### config.mk
export PLATFORM = sky130hd
export DESIGN_NAME = hazard_controller_flat
export DESIGN_NICKNAME = d
export VERILOG_FILES = /design/src/rtl/hazard_controller_if.sv /design/src/rtl/hazard_controller.sv /design/src/flat_wrapper.sv
export SDC_FILE = /design/constraint.sdc
export NUM_CORES = 1
export LEC_CHECK = 0
export ABC_AREA = 1
export CAP_MARGIN = 20
export CORE_MARGIN = 3
export CORE_UTILIZATION = 44
export DETAILED_ROUTE_END_ITERATION = 16
export PLACE_DENSITY_LB_ADDON = 0.2
export SYNTH_ARGS = -nofsm -noshare
export SYNTH_HDL_FRONTEND = slang
export SYNTH_SLANG_ARGS = --single-unit
### constraint.sdc
create_clock -name clk -period 2 [get_ports clk]
set_input_delay 0.4 -clock clk [delete_from_list [all_inputs] [get_ports clk]]
set_output_delay 0.4 -clock clk [all_outputs]
set_load 0.05 [all_outputs]
### src/rtl/hazard_controller_if.sv
// Purpose: groups the hazard controller's pipeline-side signals into one bundle.
// Ports: register addresses and write enables from D/E/M/W, branch and
//        multi-cycle handshake inputs; forwarding selects, stall/flush,
//        multi-cycle status and performance counters as outputs.
interface hazard_controller_if #(
  parameter int CNT_W = 16
);
  logic [4:0]       Rs1D;
  logic [4:0]       Rs2D;
  logic [4:0]       Rs1E;
  logic [4:0]       Rs2E;
  logic [4:0]       RdE;
  logic [4:0]       RdM;
  logic [4:0]       RdW;
  logic             RegWriteM;
  logic             RegWriteW;
  logic             ResultSrcE;
  logic             PCSrcE;
  logic             MulReqE;
  logic             MulDone;
  logic             CntClr;
  logic [1:0]       ForwardAE;
  logic [1:0]       ForwardBE;
  logic             StallF;
  logic             StallD;
  logic             StallE;
  logic             FlushD;
  logic             FlushE;
  logic             MulStart;
  logic             McBusy;
  logic             McError;
  logic [CNT_W-1:0] StallCnt;
  logic [CNT_W-1:0] FlushCnt;

  // Pipeline side drives addresses/requests and observes hazard controls.
  modport master (
    output Rs1D, Rs2D, Rs1E, Rs2E, RdE, RdM, RdW, RegWriteM, RegWriteW,
           ResultSrcE, PCSrcE, MulReqE, MulDone, CntClr,
    input  ForwardAE, ForwardBE, StallF, StallD, StallE, FlushD, FlushE,
           MulStart, McBusy, McError, StallCnt, FlushCnt
  );

  // Hazard controller side.
  modport slave (
    input  Rs1D, Rs2D, Rs1E, Rs2E, RdE, RdM, RdW, RegWriteM, RegWriteW,
           ResultSrcE, PCSrcE, MulReqE, MulDone, CntClr,
    output ForwardAE, ForwardBE, StallF, StallD, StallE, FlushD, FlushE,
           MulStart, McBusy, McError, StallCnt, FlushCnt
  );
endinterface

### src/rtl/hazard_controller.sv
// Purpose: forwarding selects, load-use stall, branch flush and multi-cycle op
//          sequencing (start/done with timeout) for a 5-stage RISC-V pipeline.
// Ports: clk, rst (async active-low), hz (slave side of hazard_controller_if).
//        Hazard outputs are combinational, same cycle; only state, timeout
//        count, sticky error and the saturating counters are registered.
module hazard_controller #(
  parameter int MC_TIMEOUT = 64,
  parameter int CNT_W      = 16
) (
  input  logic                 clk,
  input  logic                 rst,
  hazard_controller_if.slave   hz
);

  localparam int TW = (MC_TIMEOUT > 2) ? $clog2(MC_TIMEOUT) : 1;
  localparam logic [TW-1:0]    TMO_LAST = TW'(MC_TIMEOUT - 1);
  localparam logic [CNT_W-1:0] CNT_MAX  = '1;

  typedef enum logic {IDLE, BUSY} state_t;

  state_t          state;
  state_t          state_nxt;
  logic [TW-1:0]   tmo_cnt;
  logic            timeout_now;
  logic            lw_stall;
  logic            hold;
  logic            mul_start;
  logic            mc_error;
  logic [CNT_W-1:0] stall_cnt;
  logic [CNT_W-1:0] flush_cnt;

  // M-stage result is newer than W, so it wins; x0 is hardwired zero.
  function automatic logic [1:0] fwd_sel(input logic [4:0] rs,
                                         input logic       wr_m,
                                         input logic [4:0] rd_m,
                                         input logic       wr_w,
                                         input logic [4:0] rd_w);
    logic [1:0] sel;
    sel = 2'b00;
    if (wr_m && (rd_m != 5'd0) && (rd_m == rs))
      sel = 2'b10;
    else if (wr_w && (rd_w != 5'd0) && (rd_w == rs))
      sel = 2'b01;
    return sel;
  endfunction

  assign hz.ForwardAE = fwd_sel(hz.Rs1E, hz.RegWriteM, hz.RdM, hz.RegWriteW, hz.RdW);
  assign hz.ForwardBE = fwd_sel(hz.Rs2E, hz.RegWriteM, hz.RdM, hz.RegWriteW, hz.RdW);

  assign lw_stall = hz.ResultSrcE && (hz.RdE != 5'd0) &&
                    ((hz.RdE == hz.Rs1D) || (hz.RdE == hz.Rs2D));

  assign timeout_now = (state == BUSY) && (tmo_cnt == TMO_LAST);

  // A taken branch in E kills the multi-cycle request, so no start is issued.
  always_comb begin
    state_nxt = state;
    mul_start = 1'b0;
    case (state)
      IDLE: begin
        if (hz.MulReqE && !hz.PCSrcE) begin
          mul_start = 1'b1;
          state_nxt = BUSY;
        end
      end
      BUSY: begin
        if (hz.MulDone || timeout_now)
          state_nxt = IDLE;
      end
      default: state_nxt = IDLE;
    endcase
  end

  always_ff @(posedge clk or negedge rst) begin
    if (!rst) state <= IDLE;
    else      state <= state_nxt;
  end

  // Held at zero in IDLE so every BUSY episode starts counting from zero.
  always_ff @(posedge clk or negedge rst) begin
    if (!rst)                tmo_cnt <= '0;
    else if (state == BUSY)  tmo_cnt <= tmo_cnt + TW'(1);
    else                     tmo_cnt <= '0;
  end

  // Sticky until reset; a done arriving on the last cycle is not an error.
  always_ff @(posedge clk or negedge rst) begin
    if (!rst)                           mc_error <= 1'b0;
    else if (timeout_now && !hz.MulDone) mc_error <= 1'b1;
  end

  // The release cycle (done or timeout) lets E advance immediately.
  assign hold = (state == BUSY) && !hz.MulDone && !timeout_now;

  assign hz.MulStart = mul_start;
  assign hz.McBusy   = (state == BUSY);
  assign hz.McError  = mc_error;
  assign hz.StallF   = lw_stall || hold || mul_start;
  assign hz.StallD   = lw_stall || hold || mul_start;
  assign hz.StallE   = hold || mul_start;
  assign hz.FlushD   = hz.PCSrcE && !hold;
  assign hz.FlushE   = (lw_stall || hz.PCSrcE) && !hold && !mul_start;

  always_ff @(posedge clk or negedge rst) begin
    if (!rst) begin
      stall_cnt <= '0;
      flush_cnt <= '0;
    end else if (hz.CntClr) begin
      stall_cnt <= '0;
      flush_cnt <= '0;
    end else begin
      if (hz.StallF && (stall_cnt != CNT_MAX)) stall_cnt <= stall_cnt + CNT_W'(1);
      if (hz.FlushE && (flush_cnt != CNT_MAX)) flush_cnt <= flush_cnt + CNT_W'(1);
    end
  end

  assign hz.StallCnt = stall_cnt;
  assign hz.FlushCnt = flush_cnt;

endmodule
### src/flat_wrapper.sv
// flat-port wrapper written by rule: the top's interface ports become plain ports
module hazard_controller_flat 
#(
  parameter int MC_TIMEOUT = 64,
  parameter int CNT_W      = 16
)
  (clk, rst, hz_Rs1D, hz_Rs2D, hz_Rs1E, hz_Rs2E, hz_RdE, hz_RdM, hz_RdW, hz_RegWriteM, hz_RegWriteW, hz_ResultSrcE, hz_PCSrcE, hz_MulReqE, hz_MulDone, hz_CntClr, hz_ForwardAE, hz_ForwardBE, hz_StallF, hz_StallD, hz_StallE, hz_FlushD, hz_FlushE, hz_MulStart, hz_McBusy, hz_McError, hz_StallCnt, hz_FlushCnt);
  hazard_controller_if #(.CNT_W(CNT_W)) hz_i ();
  input  logic clk;
  input  logic rst;
  input wire logic [$bits(hz_i.Rs1D)-1:0] hz_Rs1D;
  input wire logic [$bits(hz_i.Rs2D)-1:0] hz_Rs2D;
  input wire logic [$bits(hz_i.Rs1E)-1:0] hz_Rs1E;
  input wire logic [$bits(hz_i.Rs2E)-1:0] hz_Rs2E;
  input wire logic [$bits(hz_i.RdE)-1:0] hz_RdE;
  input wire logic [$bits(hz_i.RdM)-1:0] hz_RdM;
  input wire logic [$bits(hz_i.RdW)-1:0] hz_RdW;
  input wire logic [$bits(hz_i.RegWriteM)-1:0] hz_RegWriteM;
  input wire logic [$bits(hz_i.RegWriteW)-1:0] hz_RegWriteW;
  input wire logic [$bits(hz_i.ResultSrcE)-1:0] hz_ResultSrcE;
  input wire logic [$bits(hz_i.PCSrcE)-1:0] hz_PCSrcE;
  input wire logic [$bits(hz_i.MulReqE)-1:0] hz_MulReqE;
  input wire logic [$bits(hz_i.MulDone)-1:0] hz_MulDone;
  input wire logic [$bits(hz_i.CntClr)-1:0] hz_CntClr;
  output wire logic [$bits(hz_i.ForwardAE)-1:0] hz_ForwardAE;
  output wire logic [$bits(hz_i.ForwardBE)-1:0] hz_ForwardBE;
  output wire logic [$bits(hz_i.StallF)-1:0] hz_StallF;
  output wire logic [$bits(hz_i.StallD)-1:0] hz_StallD;
  output wire logic [$bits(hz_i.StallE)-1:0] hz_StallE;
  output wire logic [$bits(hz_i.FlushD)-1:0] hz_FlushD;
  output wire logic [$bits(hz_i.FlushE)-1:0] hz_FlushE;
  output wire logic [$bits(hz_i.MulStart)-1:0] hz_MulStart;
  output wire logic [$bits(hz_i.McBusy)-1:0] hz_McBusy;
  output wire logic [$bits(hz_i.McError)-1:0] hz_McError;
  output wire logic [$bits(hz_i.StallCnt)-1:0] hz_StallCnt;
  output wire logic [$bits(hz_i.FlushCnt)-1:0] hz_FlushCnt;
  assign hz_i.Rs1D = hz_Rs1D;
  assign hz_i.Rs2D = hz_Rs2D;
  assign hz_i.Rs1E = hz_Rs1E;
  assign hz_i.Rs2E = hz_Rs2E;
  assign hz_i.RdE = hz_RdE;
  assign hz_i.RdM = hz_RdM;
  assign hz_i.RdW = hz_RdW;
  assign hz_i.RegWriteM = hz_RegWriteM;
  assign hz_i.RegWriteW = hz_RegWriteW;
  assign hz_i.ResultSrcE = hz_ResultSrcE;
  assign hz_i.PCSrcE = hz_PCSrcE;
  assign hz_i.MulReqE = hz_MulReqE;
  assign hz_i.MulDone = hz_MulDone;
  assign hz_i.CntClr = hz_CntClr;
  assign hz_ForwardAE = hz_i.ForwardAE;
  assign hz_ForwardBE = hz_i.ForwardBE;
  assign hz_StallF = hz_i.StallF;
  assign hz_StallD = hz_i.StallD;
  assign hz_StallE = hz_i.StallE;
  assign hz_FlushD = hz_i.FlushD;
  assign hz_FlushE = hz_i.FlushE;
  assign hz_MulStart = hz_i.MulStart;
  assign hz_McBusy = hz_i.McBusy;
  assign hz_McError = hz_i.McError;
  assign hz_StallCnt = hz_i.StallCnt;
  assign hz_FlushCnt = hz_i.FlushCnt;
  hazard_controller #(.MC_TIMEOUT(MC_TIMEOUT), .CNT_W(CNT_W)) u_core (.clk(clk), .rst(rst), .hz(hz_i));
endmodule
## Word level (Yosys, flattened, before mapping)

Index checks and enable logic that the tools add are counted.

| storage, ports and cells | value |
|---|---|
| output and inout port bits | 44 |
| word-level logic and storage cells | 65 |
| bits in registers | 40 |

| cells by class | value |
|---|---|
| eq/ne operators | 9 |
| bitwise operators | 1 |
| reduce and logical (&&, ||, !) cells | 34 |
| multiplexer cells | 13 |
| add/subtract/negate cells | 3 |

Operators with widths:

| cell | count |
|---|---|
| $mux W16 | 4 |
| $add A16 B1 Y16 const B | 2 |
| $ne A16 B16 Y1 const B | 2 |
| $eq A5 B5 Y1 | 6 |
| $logic_and A1 B1 Y1 | 18 |
| $reduce_bool A5 Y1 | 3 |
| $add A6 B1 Y6 const B | 1 |
| $eq A6 B6 Y1 const B | 1 |
| $logic_or A1 B1 Y1 | 6 |
| $mux W6 | 1 |
| $logic_not A1 Y1 | 5 |
| $mux W1 | 5 |
| $mux W2 | 2 |
| $reduce_bool A2 Y1 | 2 |
| $pmux W1 S2 | 1 |
| $not A1 Y1 | 1 |

## Longest topological paths before layout

| depth | value |
|---|---|
| depth in word-level cells | 10 |
| depth in mapped cells | 14 |
| depth with buffers taken out | 13 |

## Least setup slack after synthesis

Ideal clock, no wire load.

| timing path | value |
|---|---|
| kind | flip-flop to output port |
| start point | reg u_core.state, in the netlist u_core.hz.McBusy |
| end point | out hz_FlushE |
| arrival | 2.490 ns |
| path slack | -0.890 ns |
| cell stages (with the launch flop) | 7 |
| buffers on the path | 0 |
| cell sequence | dfrtp_1 inv_1 nand3_1 inv_1 nor2_4 inv_1 a21oi_1 |

RTL lines:

| element | line | source |
|---|---|---|
| start, declared | hazard_controller.sv:21 | `state_t state;` |
| start signal, assigned | hazard_controller.sv:76 | `else state <= state_nxt;` |
| $mux W1 | hazard_controller.sv:59 | `case (state)` |
| via hz_MulStart | flat_wrapper.sv:32 | `output wire logic [$bits(hz_i.MulStart)-1:0] hz_MulStart;` |
| $logic_not A1 Y1 | hazard_controller.sv:102 | `assign hz.FlushE = (lw_stall \|\| hz.PCSrcE) && !hold && !mul_start;` |
| $logic_and A1 B1 Y1 | hazard_controller.sv:102 |  |
| end, declared | flat_wrapper.sv:31 | `output wire logic [$bits(hz_i.FlushE)-1:0] hz_FlushE;` |

The timed path passes the listed nets, and every way through them passes these cells.

## Worst setup path in the final report

| timing path | value |
|---|---|
| start point | reg u_core.tmo_cnt[0] |
| end point | out hz_FlushE |

| between the ends | value |
|---|---|
| longest elaborated chain between the ends | 7 |

RTL lines:

| element | line | source |
|---|---|---|
| start, declared | hazard_controller.sv:23 | `logic [TW-1:0] tmo_cnt;` |
| start signal, assigned | hazard_controller.sv:82 | `else if (state == BUSY) tmo_cnt <= tmo_cnt + TW'(1);` |
| $eq A6 B6 Y1 | hazard_controller.sv:53 | `assign timeout_now = (state == BUSY) && (tmo_cnt == TMO_LAST);` |
| $logic_and A1 B1 Y1 | hazard_controller.sv:53 |  |
| $logic_not A1 Y1 | hazard_controller.sv:93 | `assign hold = (state == BUSY) && !hz.MulDone && !timeout_now;` |
| $logic_and A1 B1 Y1 | hazard_controller.sv:93 |  |
| $logic_not A1 Y1 | hazard_controller.sv:102 |  |
| $logic_and A1 B1 Y1 (2 in series) | hazard_controller.sv:102 |  |

Every way passes these cells.

==> metrics.md <==
| Metric | Value |
|---|---|
| Status | finished, violations left |
| Failing checks | negative setup slack |
| Yosys top cell by area | dfrtp_1 |
| Post-DP HPWL | 6040 um |
| Final setup margin | -0.291 ns |
| Top-area cell type share of the netlist area | 33.4% |
| Worst Setup SP | u_core.tmo_cnt[0] |
| Net Count, Synth | around 470 |
| Peak supply drop | approximately 0.40 mV |
| Htree depth | 2 |
| First-pass GRT wire length | 14000 um |
| Placed Area | 0.00422 mm^2 |
| Synthesis Warnings | 0 |
| Max-slew violations | 0 |
| Cts hold-fix bufs | 0 |
| Via Count | approximately 3200 |
| WS Path Type | flop to output pin |
| Clk slew on worst S/H paths | 0.08 ns |
| Area contributors post-synth | dfrtp_1 33%, nand2_1 13%, xor2_1 8.2% |
| Initial antenna violation count | 0 |
| Crit path DAT | 1.89 ns |
| Area of the core | 0.00646 mm^2 |
| Vias in the first global route | 3123 |
| Synth Instances | roughly 420 |
| Yosys reg bits | 40 |
| Layout area overhead | 59.1% |
| Period utilization | 115% |
| Worst-skew pair later-pin latency | 0.30 ns |
| Die height | 88.5 um |
| R2R Path Start | u_core.tmo_cnt[0] |
| Final Setup Violations | 23 |
| GRT overflow | 0 |
| Crit Reg-Reg Endpoint | u_core.hz.McError |
| Vias per cell | 5.15 |
| Initial Util | 46.4% |
| Std-Cell Rows | 29 |
| Global placer's final weighted congestion | 0.881 |
| CTS max path bufs | 2 |
| Nets | 591 |
| Layout cells sized above 1 | 29.9% |
| CTS tree | yes |
| Unrepaired setup endpoints after global routing | true |
| Placed insts | 595 |
| Initial DRC count | 118 |
| Number of remaining DRC errors | 0 |
| Worst rel slew slack | 65.4% |
| Setup crit end | hz_FlushE |
| Utilization after layout | 73.9% |
| Largest net degree at the start of global routing | 32 |
| Worst path required time | 1.60 ns |
| Post-route ant nets | 0 |
| Register area share after synthesis | 33.4% |
| CTS sink count | 40 |
| Total routed wirelength | 8800 um |
| Critical path peak fanout | 3 |
| Die W | 88.5 um |
| Dpl ws | -0.328 ns |
| Final Instance Count excl. Fillers | 622 |
| Hold Path Class | primary input to async pin |
| R2r worst-path depth | 17 |
| IO Port Bufs | 87 |
| Max Freq | ~440 MHz |
| CTS Buf Count | 5 |
| Clock skew | 0.0122 ns |
| R2R setup slack | -0.26 ns |
| Ant. Diodes | 0 |
| LEAKAGE | roughly 0.0024 uW |
| PwrDens | 460 mW/mm^2 |
| # Max-Cap Violations | 0 |
| Area of the mapped netlist | 0.00300 mm^2 |
| Yosys cell types | 36 |
| Syn_area_per_cell | 7.15 um^2 |
| Hold Vio Cnt, Final | 0 |
| Drt first pass iters | 4 |
| Final instance area | approximately 0.0048 mm^2 |
| Tightest Pin Transition | 0.518 ns |
| Ports | between 80 and 90 |
| Min Tclk post-route | 2.29 ns |
| CP Capture Type | output pin |
| Global Route Usage Sum | 22.3% |
| Root Driver | clkbuf_8 |
| Die ar. | 0.00784 mm^2 |
| Average wire per cell in the routed design | 14.1 um |
| Setup crit start kind | flop |
## cells in the final DEF, fill, tap and decap left out, types with 3 or more instances in the layout
cell,synthesis,layout
clkdlybuf4s15_1,0,5
buf_12,0,11
nand2_8,0,4
buf_4,1,45
nand4_1,24,24
xnor2_1,17,16
nor2_4,2,5
nand2_1,103,98
nor2_1,46,42
nand3_1,48,18
dlygate4sd2_1,0,4
nand3_2,2,32
nand2_2,1,5
xor2_1,28,26
inv_2,1,3
dfrtp_1,40,35
nor3_1,12,10
clkbuf_8,1,6
a21oi_1,4,3
clkdlybuf4s50_1,0,29
inv_1,50,46
dlymetal6s2s_1,0,13
clkbuf_2,0,5
buf_6,4,13
dfrtp_2,0,5
o21ai_0,6,5
## sequential cells by signal, indices dropped and copies added, names as in the netlist
name / cells
u_core.hz.FlushCnt: 16
u_core.hz.McError: 1
u_core.hz.McBusy: 1
u_core.hz.StallCnt: 16
u_core.tmo_cnt: 6
## synth_stat cells (all sizes together)
cell and count:
buf 8, nand2 107, nor4 3, nor3 13
nor3b 1, dlygate4sd1 1, o21bai 1, a21oi 4
o41ai 2, dfrtp 40, nand4 25, nand3b 1
clkbuf 4, xnor2 17, nand3 51, xor2 28
nor2 49, or2 2, and3 2, o21ai 6
ha 3, inv 51
## worst min path at each step
| stage | end | slack, ns | cells past startpoint |
|---|---|---|---|
| floorplan | u_core.hz.FlushCnt[0] | 0.10 | 0 |
| global placement | u_core.hz.StallCnt[4] | 0.35 | 1 |
| detailed placement | u_core.hz.StallCnt[3] | 0.35 | 1 |
| CTS | u_core.hz.StallCnt[6] | 0.02 | 1 |
| global route | u_core.hz.StallCnt[6] | 0.03 | 1 |
| finish | u_core.hz.StallCnt[6] | 0.02 | 1 |
## layout make-up
cell class	count	area [um^2]
Fill cell	501	1690
Timing Repair Buffer	130	1330
Clock buffer	6	82.6
Sequential cell	40	1010
Clock inverter	2	10.0
Inverter	51	199
Tap cell	77	96.3
Multi-Input combinational cell	316	2050
## kinds of logic after synthesis
| logic type | count (synthesis) | synth area share [%] |
|---|---|---|
| buffers and inverters | 64 | 9.72 |
| AND/OR/NAND/NOR | 254 | 40.0 |
| AO/OA/AOI/OAI | 13 | 2.50 |
| flip-flops | 40 | 33.4 |
| XOR/XNOR | 45 | 13.1 |
| adder cells (fa/ha/maj) | 3 | 1.25 |
## routing by layer
metal  share of wire [%]  GRT usage, %
met3                 4.3          4.84
met4                0.97          6.04
met2                  54          40.1
met1                  41          26.8
met5                   0             0
## power breakdown
group          switching (uW)  internal, uW
Combinational             415           334
Sequential               36.1           834
Clock                     301           276
## timing repair
item / CTS / global route
gates resized for setup: 53 / 73
endpoints found under the hold margin: 0 / 0
setup endpoints to repair: 10 / 49
pin swaps: 16 / 47
buffers inserted: 16 / 6
gates cloned: 0 / 2
## stage by stage
stage               power (uW)  hold slack (ns)  TNS (ns)
global route              2310           0.0285     -5.49
finish                    2200           0.0189     -1.72
floorplan                 1220            0.104    -0.519
CTS                       2140           0.0216     -1.25
global placement          1510            0.347     -6.33
detailed placement        1530            0.355     -8.82
## critical path, cell delays in order, from the launching register on
cell and delay, ns:
dfrtp_1 0.36, ha_2 0.19, nand2_2 0.05, inv_2 0.06
nand2_2 0.06, nor2_2 0.09, nand3_2 0.07, nand2_1 0.09
inv_2 0.05, nor2_4 0.12, clkinvlp_4 0.14, a21oi_4 0.15
buf_12 0.15
(Power assumes the default switching activity.)
